[config.mk]
export PLATFORM = sky130hd
export DESIGN_NAME = muldiv_unit
export DESIGN_NICKNAME = d
export VERILOG_FILES = /design/src/rtl/muldiv_pkg.sv /design/src/rtl/muldiv_step.sv /design/src/rtl/muldiv_unit.sv
export SDC_FILE = /design/constraint.sdc
export NUM_CORES = 2
export LEC_CHECK = 0
export CORE_MARGIN = 4
export CORE_UTILIZATION = 24
export CTS_BUF_LIST = sky130_fd_sc_hd__clkbuf_2
export DETAILED_ROUTE_END_ITERATION = 12
export PLACE_DENSITY = 0.48
export RECOVER_POWER = 25
export SETUP_SLACK_MARGIN = 0.15
export SLEW_MARGIN = 20
export SYNTH_ARGS = -nofsm -noshare
export SYNTH_HDL_FRONTEND = slang
export SYNTH_SLANG_ARGS = --single-unit
export TNS_END_PERCENT = 5
[constraint.sdc]
create_clock -name Clk -period 3.81 [get_ports Clk]
set_clock_uncertainty 0.05 [all_clocks]
set_input_delay 0.762 -clock Clk [delete_from_list [all_inputs] [get_ports Clk]]
set_output_delay 0.762 -clock Clk [all_outputs]
set_load 0.1 [all_outputs]
[src/rtl/muldiv_pkg.sv]
// Shared encodings for the iterative multiply/divide unit.
package muldiv_pkg;

  localparam logic [1:0] OP_MUL   = 2'b00;
  localparam logic [1:0] OP_UMULH = 2'b01;
  localparam logic [1:0] OP_UDIV  = 2'b10;
  localparam logic [1:0] OP_SDIV  = 2'b11;

  localparam logic [4:0] ZERO_REG = 5'd31;

  typedef enum logic [1:0] {
    S_IDLE = 2'b00,
    S_CALC = 2'b01,
    S_DONE = 2'b10
  } state_e;

endpackage

[src/rtl/muldiv_step.sv]
// One radix-2 iteration: shift-add multiply step or restoring divide step.
module muldiv_step #(
  parameter int WIDTH = 64
) (
  input  logic                 is_div,
  input  logic [2*WIDTH-1:0]   acc_i,
  input  logic [WIDTH-1:0]     opr_i,
  input  logic [WIDTH-1:0]     mcand_i,
  output logic [2*WIDTH-1:0]   acc_o,
  output logic [WIDTH-1:0]     opr_o
);

  logic [WIDTH-1:0] addend;
  logic [WIDTH:0]   sum;
  logic [WIDTH:0]   rem_sh;
  logic [WIDTH+1:0] diff;

  // Multiply adds into the upper half and shifts right; divide shifts the
  // next dividend bit into the remainder and keeps the difference when it fits.
  always_comb begin
    addend = opr_i[0] ? mcand_i : {WIDTH{1'b0}};
    sum    = {1'b0, acc_i[2*WIDTH-1:WIDTH]} + {1'b0, addend};
    rem_sh = {acc_i[WIDTH-1:0], opr_i[WIDTH-1]};
    diff   = {1'b0, rem_sh} - {2'b00, mcand_i};
    if (is_div) begin
      if (diff[WIDTH+1]) begin
        acc_o = {{(WIDTH-1){1'b0}}, rem_sh};
        opr_o = {opr_i[WIDTH-2:0], 1'b0};
      end else begin
        acc_o = {{(WIDTH-1){1'b0}}, diff[WIDTH:0]};
        opr_o = {opr_i[WIDTH-2:0], 1'b1};
      end
    end else begin
      acc_o = {sum, acc_i[WIDTH-1:1]};
      opr_o = {1'b0, opr_i[WIDTH-1:1]};
    end
  end

endmodule

[src/rtl/muldiv_unit.sv]
// Iterative multiply/divide unit feeding the register file write port.
module muldiv_unit
  import muldiv_pkg::*;
#(
  parameter int WIDTH = 64,
  parameter int TAG_W = 5
) (
  input  logic             Clk,
  input  logic             Reset_n,
  input  logic             Start,
  input  logic [1:0]       Op,
  input  logic [WIDTH-1:0] OpA,
  input  logic [WIDTH-1:0] OpB,
  input  logic [TAG_W-1:0] RdIn,
  input  logic             Flush,
  output logic             Busy,
  output logic             Done,
  output logic [WIDTH-1:0] Result,
  output logic [TAG_W-1:0] RdOut,
  output logic             RegWr
);

  localparam int CNT_W = $clog2(WIDTH) + 1;

  state_e             state_q, state_d;
  logic               busy_q, busy_d;
  logic               done_q, done_d;
  logic               regwr_q, regwr_d;
  logic [CNT_W-1:0]   cnt_q, cnt_d;
  logic [1:0]         op_q, op_d;
  logic [TAG_W-1:0]   rd_q, rd_d;
  logic               neg_q, neg_d;
  logic               div0_q, div0_d;
  logic [2*WIDTH-1:0] acc_q, acc_d;
  logic [WIDTH-1:0]   opr_q, opr_d;
  logic [WIDTH-1:0]   mcand_q, mcand_d;
  logic [WIDTH-1:0]   result_q, result_d;

  logic               is_div;
  logic [2*WIDTH-1:0] acc_nx;
  logic [WIDTH-1:0]   opr_nx;
  logic [WIDTH-1:0]   final_res;

  function automatic logic [WIDTH-1:0] neg2c(input logic [WIDTH-1:0] v);
    return ~v + {{(WIDTH-1){1'b0}}, 1'b1};
  endfunction

  function automatic logic [WIDTH-1:0] abs2c(input logic [WIDTH-1:0] v);
    return v[WIDTH-1] ? neg2c(v) : v;
  endfunction

  assign is_div = (op_q == OP_UDIV) || (op_q == OP_SDIV);

  muldiv_step #(.WIDTH(WIDTH)) u_step (
    .is_div  (is_div),
    .acc_i   (acc_q),
    .opr_i   (opr_q),
    .mcand_i (mcand_q),
    .acc_o   (acc_nx),
    .opr_o   (opr_nx)
  );

  // Select the finished value from the last iteration's outputs, with sign fixup.
  always_comb begin
    final_res = '0;
    case (op_q)
      OP_MUL:   final_res = acc_nx[WIDTH-1:0];
      OP_UMULH: final_res = acc_nx[2*WIDTH-1:WIDTH];
      OP_UDIV:  final_res = div0_q ? '0 : opr_nx;
      default:  final_res = div0_q ? '0 : (neg_q ? neg2c(opr_nx) : opr_nx);
    endcase
  end

  // Sequencing: accept in IDLE, WIDTH steps in CALC, one result cycle in DONE.
  always_comb begin
    state_d  = state_q;
    busy_d   = busy_q;
    done_d   = 1'b0;
    regwr_d  = 1'b0;
    cnt_d    = cnt_q;
    op_d     = op_q;
    rd_d     = rd_q;
    neg_d    = neg_q;
    div0_d   = div0_q;
    acc_d    = acc_q;
    opr_d    = opr_q;
    mcand_d  = mcand_q;
    result_d = result_q;
    case (state_q)
      S_IDLE: begin
        if (Start && !Flush) begin
          state_d = S_CALC;
          busy_d  = 1'b1;
          cnt_d   = '0;
          op_d    = Op;
          rd_d    = RdIn;
          acc_d   = '0;
          div0_d  = (OpB == '0);
          neg_d   = 1'b0;
          case (Op)
            OP_UDIV: begin
              opr_d   = OpA;
              mcand_d = OpB;
            end
            OP_SDIV: begin
              opr_d   = abs2c(OpA);
              mcand_d = abs2c(OpB);
              neg_d   = OpA[WIDTH-1] ^ OpB[WIDTH-1];
            end
            default: begin
              opr_d   = OpB;
              mcand_d = OpA;
            end
          endcase
        end
      end
      S_CALC: begin
        if (Flush) begin
          state_d = S_IDLE;
          busy_d  = 1'b0;
          cnt_d   = '0;
        end else begin
          acc_d = acc_nx;
          opr_d = opr_nx;
          cnt_d = cnt_q + CNT_W'(1);
          if (cnt_q == CNT_W'(WIDTH - 1)) begin
            state_d  = S_DONE;
            cnt_d    = '0;
            done_d   = 1'b1;
            regwr_d  = (rd_q != TAG_W'(ZERO_REG));
            result_d = final_res;
          end
        end
      end
      S_DONE: begin
        state_d = S_IDLE;
        busy_d  = 1'b0;
      end
      default: begin
        state_d = S_IDLE;
        busy_d  = 1'b0;
      end
    endcase
  end

  // State registers; asynchronous reset clears everything including datapath.
  always_ff @(posedge Clk or negedge Reset_n) begin
    if (!Reset_n) begin
      state_q  <= S_IDLE;
      busy_q   <= 1'b0;
      done_q   <= 1'b0;
      regwr_q  <= 1'b0;
      cnt_q    <= '0;
      op_q     <= OP_MUL;
      rd_q     <= '0;
      neg_q    <= 1'b0;
      div0_q   <= 1'b0;
      acc_q    <= '0;
      opr_q    <= '0;
      mcand_q  <= '0;
      result_q <= '0;
    end else begin
      state_q  <= state_d;
      busy_q   <= busy_d;
      done_q   <= done_d;
      regwr_q  <= regwr_d;
      cnt_q    <= cnt_d;
      op_q     <= op_d;
      rd_q     <= rd_d;
      neg_q    <= neg_d;
      div0_q   <= div0_d;
      acc_q    <= acc_d;
      opr_q    <= opr_d;
      mcand_q  <= mcand_d;
      result_q <= result_d;
    end
  end

  assign Busy   = busy_q;
  assign Done   = done_q;
  assign RegWr  = regwr_q;
  assign Result = result_q;
  assign RdOut  = rd_q;

endmodule

# Word level (Yosys, flattened, before mapping)
# Index checks and enable logic that the tools add are counted.
# Widths: inputs -> output; s select.
# word_totals
ff_bits	341
out_inout_bits	72
elab_cells	86
# op_classes
addsub	6
n_eq_ne	12
muxes	37
bitwise_logic	5
reduce_logical	13
# ops
operator	n
$mux 64	9
$mux 128	3
$pmux 64 s2	3
$pmux 128 s2	1
$add 64x1->64 const B	3
$not 64->64	3
$pmux 64 s3	1
$sub 65x64->66	1
$add 64x64->65	1
$mux 65	1
$logic_not 64->1	1
$mux 7	3
$pmux 7 s2	1
$mux 1	10
$eq 2x2->1 const B	4
$reduce_and 2->1	4
$add 7x1->7 const B	1
$eq 7x6->1 const B	1
$mux 2	3
$ne 2x2->1 const B	3
$reduce_and 3->1	2
$ne 5x5->1 const B	1
$eq 2x1->1 const B	2
$logic_not 2->1	2
other kinds (9)	9

# Logic depth before layout (Yosys ltp)
# logic_depth
depth_word	8
depth_mapped	17
mapped_depth_nobuf	15

# Cells and area by module
# A second synthesis with hierarchy kept.
# unflattened
cells_unflattened	4170
hier_area_um2	30880.9
# modules_own_cells
mod	n_inst	cells_each	area_each_um2	seq_area_each_um2
muldiv_unit	1	2481	20339.5	8533.2
muldiv_step	1	1689	10541.4	0.0

# Worst setup path after synthesis
# Ideal clock, no wire load.
# synth_path
path_type	input port to flip-flop
start	input port OpB[12]
end	register mcand_q[56]
setup_ps	118
t_arrival_ps	3874
t_required_ps	3642
path_slack_ps	-232
path_stages	11
n_path_buf	1
path_cell_list	or4_4 > or3_4 > or3_1 > buf_2 > or4_4 > or4_4 > or2_4 > o31ai_4 > xor2_1 > a21oi_1 > a21o_1
# synth_via
elab_chain_cells	4
# synth_lines
element	line_no	rtl
start: declaration	muldiv_unit.sv:13	input logic [WIDTH-1:0] OpB,
$not 64->64	muldiv_unit.sv:45	return ~v + {{(WIDTH-1){1'b0}}, 1'b1};
$add 64x1->64	muldiv_unit.sv:45	
$mux 64	muldiv_unit.sv:49	return v[WIDTH-1] ? neg2c(v) : v;
$pmux 64 s2	muldiv_unit.sv:100	case (Op)
end signal: assignment	muldiv_unit.sv:174	mcand_q <= mcand_d;
end: declaration	muldiv_unit.sv:36	logic [WIDTH-1:0] mcand_q, mcand_d;
# No other way between the ends.
# A chain may end at the register's enable or synchronous reset.

# Worst setup path in the final report
# layout_path
start	register opr_q[0]
end	register acc_q[107]
# layout_via
elab_chain_cells	5
# layout_lines
element	line_no	rtl
start: declaration	muldiv_unit.sv:35	logic [WIDTH-1:0] opr_q, opr_d;
start signal: assignment	muldiv_unit.sv:173	opr_q <= opr_d;
$mux 64	muldiv_step.sv:21	addend = opr_i[0] ? mcand_i : {WIDTH{1'b0}};
$add 64x64->65	muldiv_step.sv:22	sum = {1'b0, acc_i[2*WIDTH-1:WIDTH]} + {1'b0, addend};
$mux 128	muldiv_step.sv:25	if (is_div) begin
$mux 128	muldiv_unit.sv:118	if (Flush) begin
$pmux 128 s2	muldiv_unit.sv:89	case (state_q)
end signal: assignment	muldiv_unit.sv:158	acc_q <= '0;
end signal: assignment	muldiv_unit.sv:172	acc_q <= acc_d;
end: declaration	muldiv_unit.sv:34	logic [2*WIDTH-1:0] acc_q, acc_d;
# No other way between the ends. The select of a mux whose other input is x is not followed.

==> flow_summary.yaml <==
routing:
  routedWlPerCell_um: 22.2
  via_count: 34038
  dr.pass1.iters: 8
  vias_per_cell: 5.19
  drcViolationCount: 0
  wl_met1_um: 70600
  wl_met2_um: 61000
  highest_layer: "met5"
  dr_wl_met3_um: 10600
  drtIter0Drc: 3029
  wirelength_um: 146000
  detail-route-antenna-nets: 0
synth:
  syn-num-nets: 4125
  synth_mux_area_share_pct: 3.84
  synth_seq_cells: 341
  synth_cell_type_count: 79
  ys_seq_area_share_pct: 28.9
  ys.flop_type: "dfrtp_1"
  synthAdderAreaFrac_pct: 5.69
  yosysWarnings: 0
  synth_xor_area_share_pct: 7.74
  synth-simple-area-share_pct: 18.9
  synth.avg_cell_area_um2: 7.67
  synth_edf_count: 0
  synth_top_family_by_area: "compound AO/OA/AOI/OAI gates"
  netlist_area_um2: 29500
  synth-async-reset-ratio_pct: 100
  synth_compound_area_share_pct: 30.1
  synthCells: 3853
final_layout:
  drive_gt1_share_pct: 29.3
  nets: 5126
  fill_cells: 12983
  area_growth_pct: 45.0
  fin_util_pct: 35.1
  final_common_cell: "buf_4"
  layout_common_cells: "buf_4, nand2_1, nor2_1, dfrtp_1, o21ai_0"
sta:
  hold_viol_final: 0
  worst_slew_pin_slew_ns: 2.08
  whs_ns: 0.188
  rsz0062_at_grt: "true"
  fin_ws_ns: -0.0885
  max_slew_margin_pct: -38.4
  post-route-min-period_ns: 3.90
  post-route-period-util_pct: 102
  fmax_mhz: 257
  setup_viol: 7
  drv_slew: 56
clock_network:
  cts_root_buffer: "clkbuf_2"
  cts_num_sinks: 341
  htree_levels: 3
  insertion_delay_ns: 1.35
  cts_buffers: 100
  cts_buffer_depth: 3
  clkTransAtPathRegs_ns: 0.12
  cts_tree: "built"
setup_path:
  crit_type: "reg -> reg"
  crit_arrival_ns: 5.00
  worst-path-max-fanout: 8
  timing.rr.end: "acc_q[107]$_DFFE_PN0P_"
  reg2regPathDepth: 20
  startpoint: "opr_q[0]$_DFFE_PN0P_"
  required_ns: 4.91
  startpoint_type: "register"
  r2r_start: "opr_q[0]$_DFFE_PN0P_"
  rrSetupSlack_ns: -0.09
  worstSetupEndpointType: "register"
power_and_ir_drop:
  ir_worst_vdd_mv: 0.236
  power_density_nw_per_um2: 535
  cellLeakagePower_nw: 19.5
placement:
  port_buffers: 210
  gp_congestion: 0.977
  hpwl_um: 114000
worst_hold_path:
  min_path_cells: 4
  hold_class: "in -> reg"
  hold_end: "mcand_q[39]$_DFFE_PN0P_"
  min_from: "OpA[39]"
die:
  rows: 128
  coreArea_um2: 122000
  die-area_um2: 129000
  die_w_um: 359
  io_pins: 211
  initial_core_util_pct: 24.2
  die_y_um: 359
global_routing:
  grt_antenna_before_repair: 9
  overflow: 0
  first_global_vias: 32779
  grt_start_max_net_pins: 106
  grt_usage_pct: 22.0
  grt_pass1_wl_um: 214000
job:
  cap_violations: 1
run_status:
  outcome: "finished, violations left"
  violations: "capacitance limit, slew limit, setup timing"
[where the power goes]
part | internal, mW | switching (mW)
clock | 1.11 | 1.90
sequential | 4.31 | 0.679
combinational | 6.48 | 8.42
total | 11.9 | 11.0
[cell families (layout without fill, tap and decap cells)]
group,count (synthesis),after routing
compound gates,1396,1396
simple gates,1234,1234
buf+inv,379,1457
flops,341,341
xor+xnor,261,261
fa+ha+maj,133,133
mux,109,109
other cells,0,7
[worst max-delay path: stages, from the launching register on]
cell and delay, ns:
dfrtp_1 0.44, clkinv_4 0.14, buf_12 0.16, buf_8 0.13
buf_16 0.13, nor2_1 0.13, ha_2 0.34, a21oi_2 0.18
buf_4 0.14, o21bai_1 0.08, a21oi_1 0.20, nand2_1 0.11
a311oi_2 0.25, buf_4 0.16, a21oi_2 0.09, nand2b_1 0.18
buf_4 0.17, a21boi_4 0.21, xnor2_2 0.16, buf_4 0.16
a22o_1 0.19
[final cells by class]
cell class              instances  area (µm²)  area share, %
diodes                          7        17.5         0.0409
flip-flops and latches        341        8540           19.9
inverters                     130         503           1.17
repair buffers               1148        9630           22.5
clock buffers                 149         746           1.74
well taps                    1625        2030           4.75
multi-input cells            3133       21200           49.5
clock inverters                30         148          0.345
[flip-flops by register name, indices dropped and copies added (netlist names)]
register	cells
RdOut	5
div0_q	1
Done	1
op_q	2
state_q	2
Busy	1
mcand_q	64
neg_q	1
opr_q	64
cnt_q	7
Result	64
acc_q	128
RegWr	1
[synthesized netlist by cell type, types with 11 or more instances]
cell / n / area [µm²]
nor3_1: 88 / 440
dfrtp_1: 341 / 8530
nor4_1: 27 / 169
o41ai_1: 14 / 123
inv_1: 129 / 484
mux2i_1: 75 / 751
nand2b_1: 17 / 106
a21oi_1: 378 / 1890
a22oi_1: 18 / 135
buf_1: 27 / 101
ha_1: 131 / 1640
a31oi_1: 54 / 338
a221o_1: 11 / 110
o21bai_1: 30 / 225
o221ai_1: 15 / 131
a222oi_1: 18 / 180
clkbuf_1: 209 / 785
nand4_1: 37 / 231
a211oi_1: 49 / 368
or4_1: 18 / 135
nor2b_1: 16 / 100
mux2_2: 34 / 383
and3_1: 26 / 163
a21o_1: 71 / 533
xnor2_1: 127 / 1110
a221oi_1: 31 / 272
or3_1: 43 / 269
or2_2: 11 / 68.8
o31ai_1: 54 / 405
a22o_1: 69 / 604
o21a_1: 27 / 203
o21ai_0: 375 / 1880
nor2_1: 401 / 1510
nand2_1: 437 / 1640
and2_1: 20 / 125
nand3_1: 55 / 275
buf_2: 12 / 60.1
o211ai_1: 87 / 653
xor2_1: 134 / 1170
a21boi_0: 11 / 82.6
[worst max path at each step]
stage                                    endpoint  slack, ns  depth (start not counted)
after floorplan           mcand_q[56]$_DFFE_PN0P_      -0.21                         11
after global placement    mcand_q[61]$_DFFE_PN0P_      -1.19                         17
after detailed placement  mcand_q[61]$_DFFE_PN0P_      -1.21                         17
after CTS                   Result[2]$_DFFE_PN0P_      -0.16                         15
after global routing       Result[51]$_DFFE_PN0P_      -0.28                         21
final                      acc_q[107]$_DFFE_PN0P_      -0.09                         20
[layer usage]
layer	up-vias	GRT usage, %
met3	166	3.80
met1	16511	32.9
met4	6	5.87
li1	16152	-
met2	1203	32.3
met5	-	0
[repair_timing]
action | CTS | global route
buffers inserted | 41 | 17
pin swaps | 82 | 81
resized for setup | 226 | 245
hold endpoints to repair | 338 | 0
endpoints found under the setup margin | 208 | 193
hold buffers | 12 | 0
gates cloned | 2 | 0
[metrics by stage]
step                TNS [ns]  worst slack (ns)  power (mW)  instance area [µm²]  cells
detailed placement    -76.19             -1.21        18.2                39500   6305
floorplan             -0.665            -0.211        11.8                29600   3853
global placement      -73.60             -1.19        18.2                39500   6305
global route           -5.30            -0.279        24.3                42800   6559
CTS                    -4.15            -0.155        22.0                41800   6539
finish                -0.340           -0.0885        22.9                42800   6563
(Power assumes the default switching activity.)
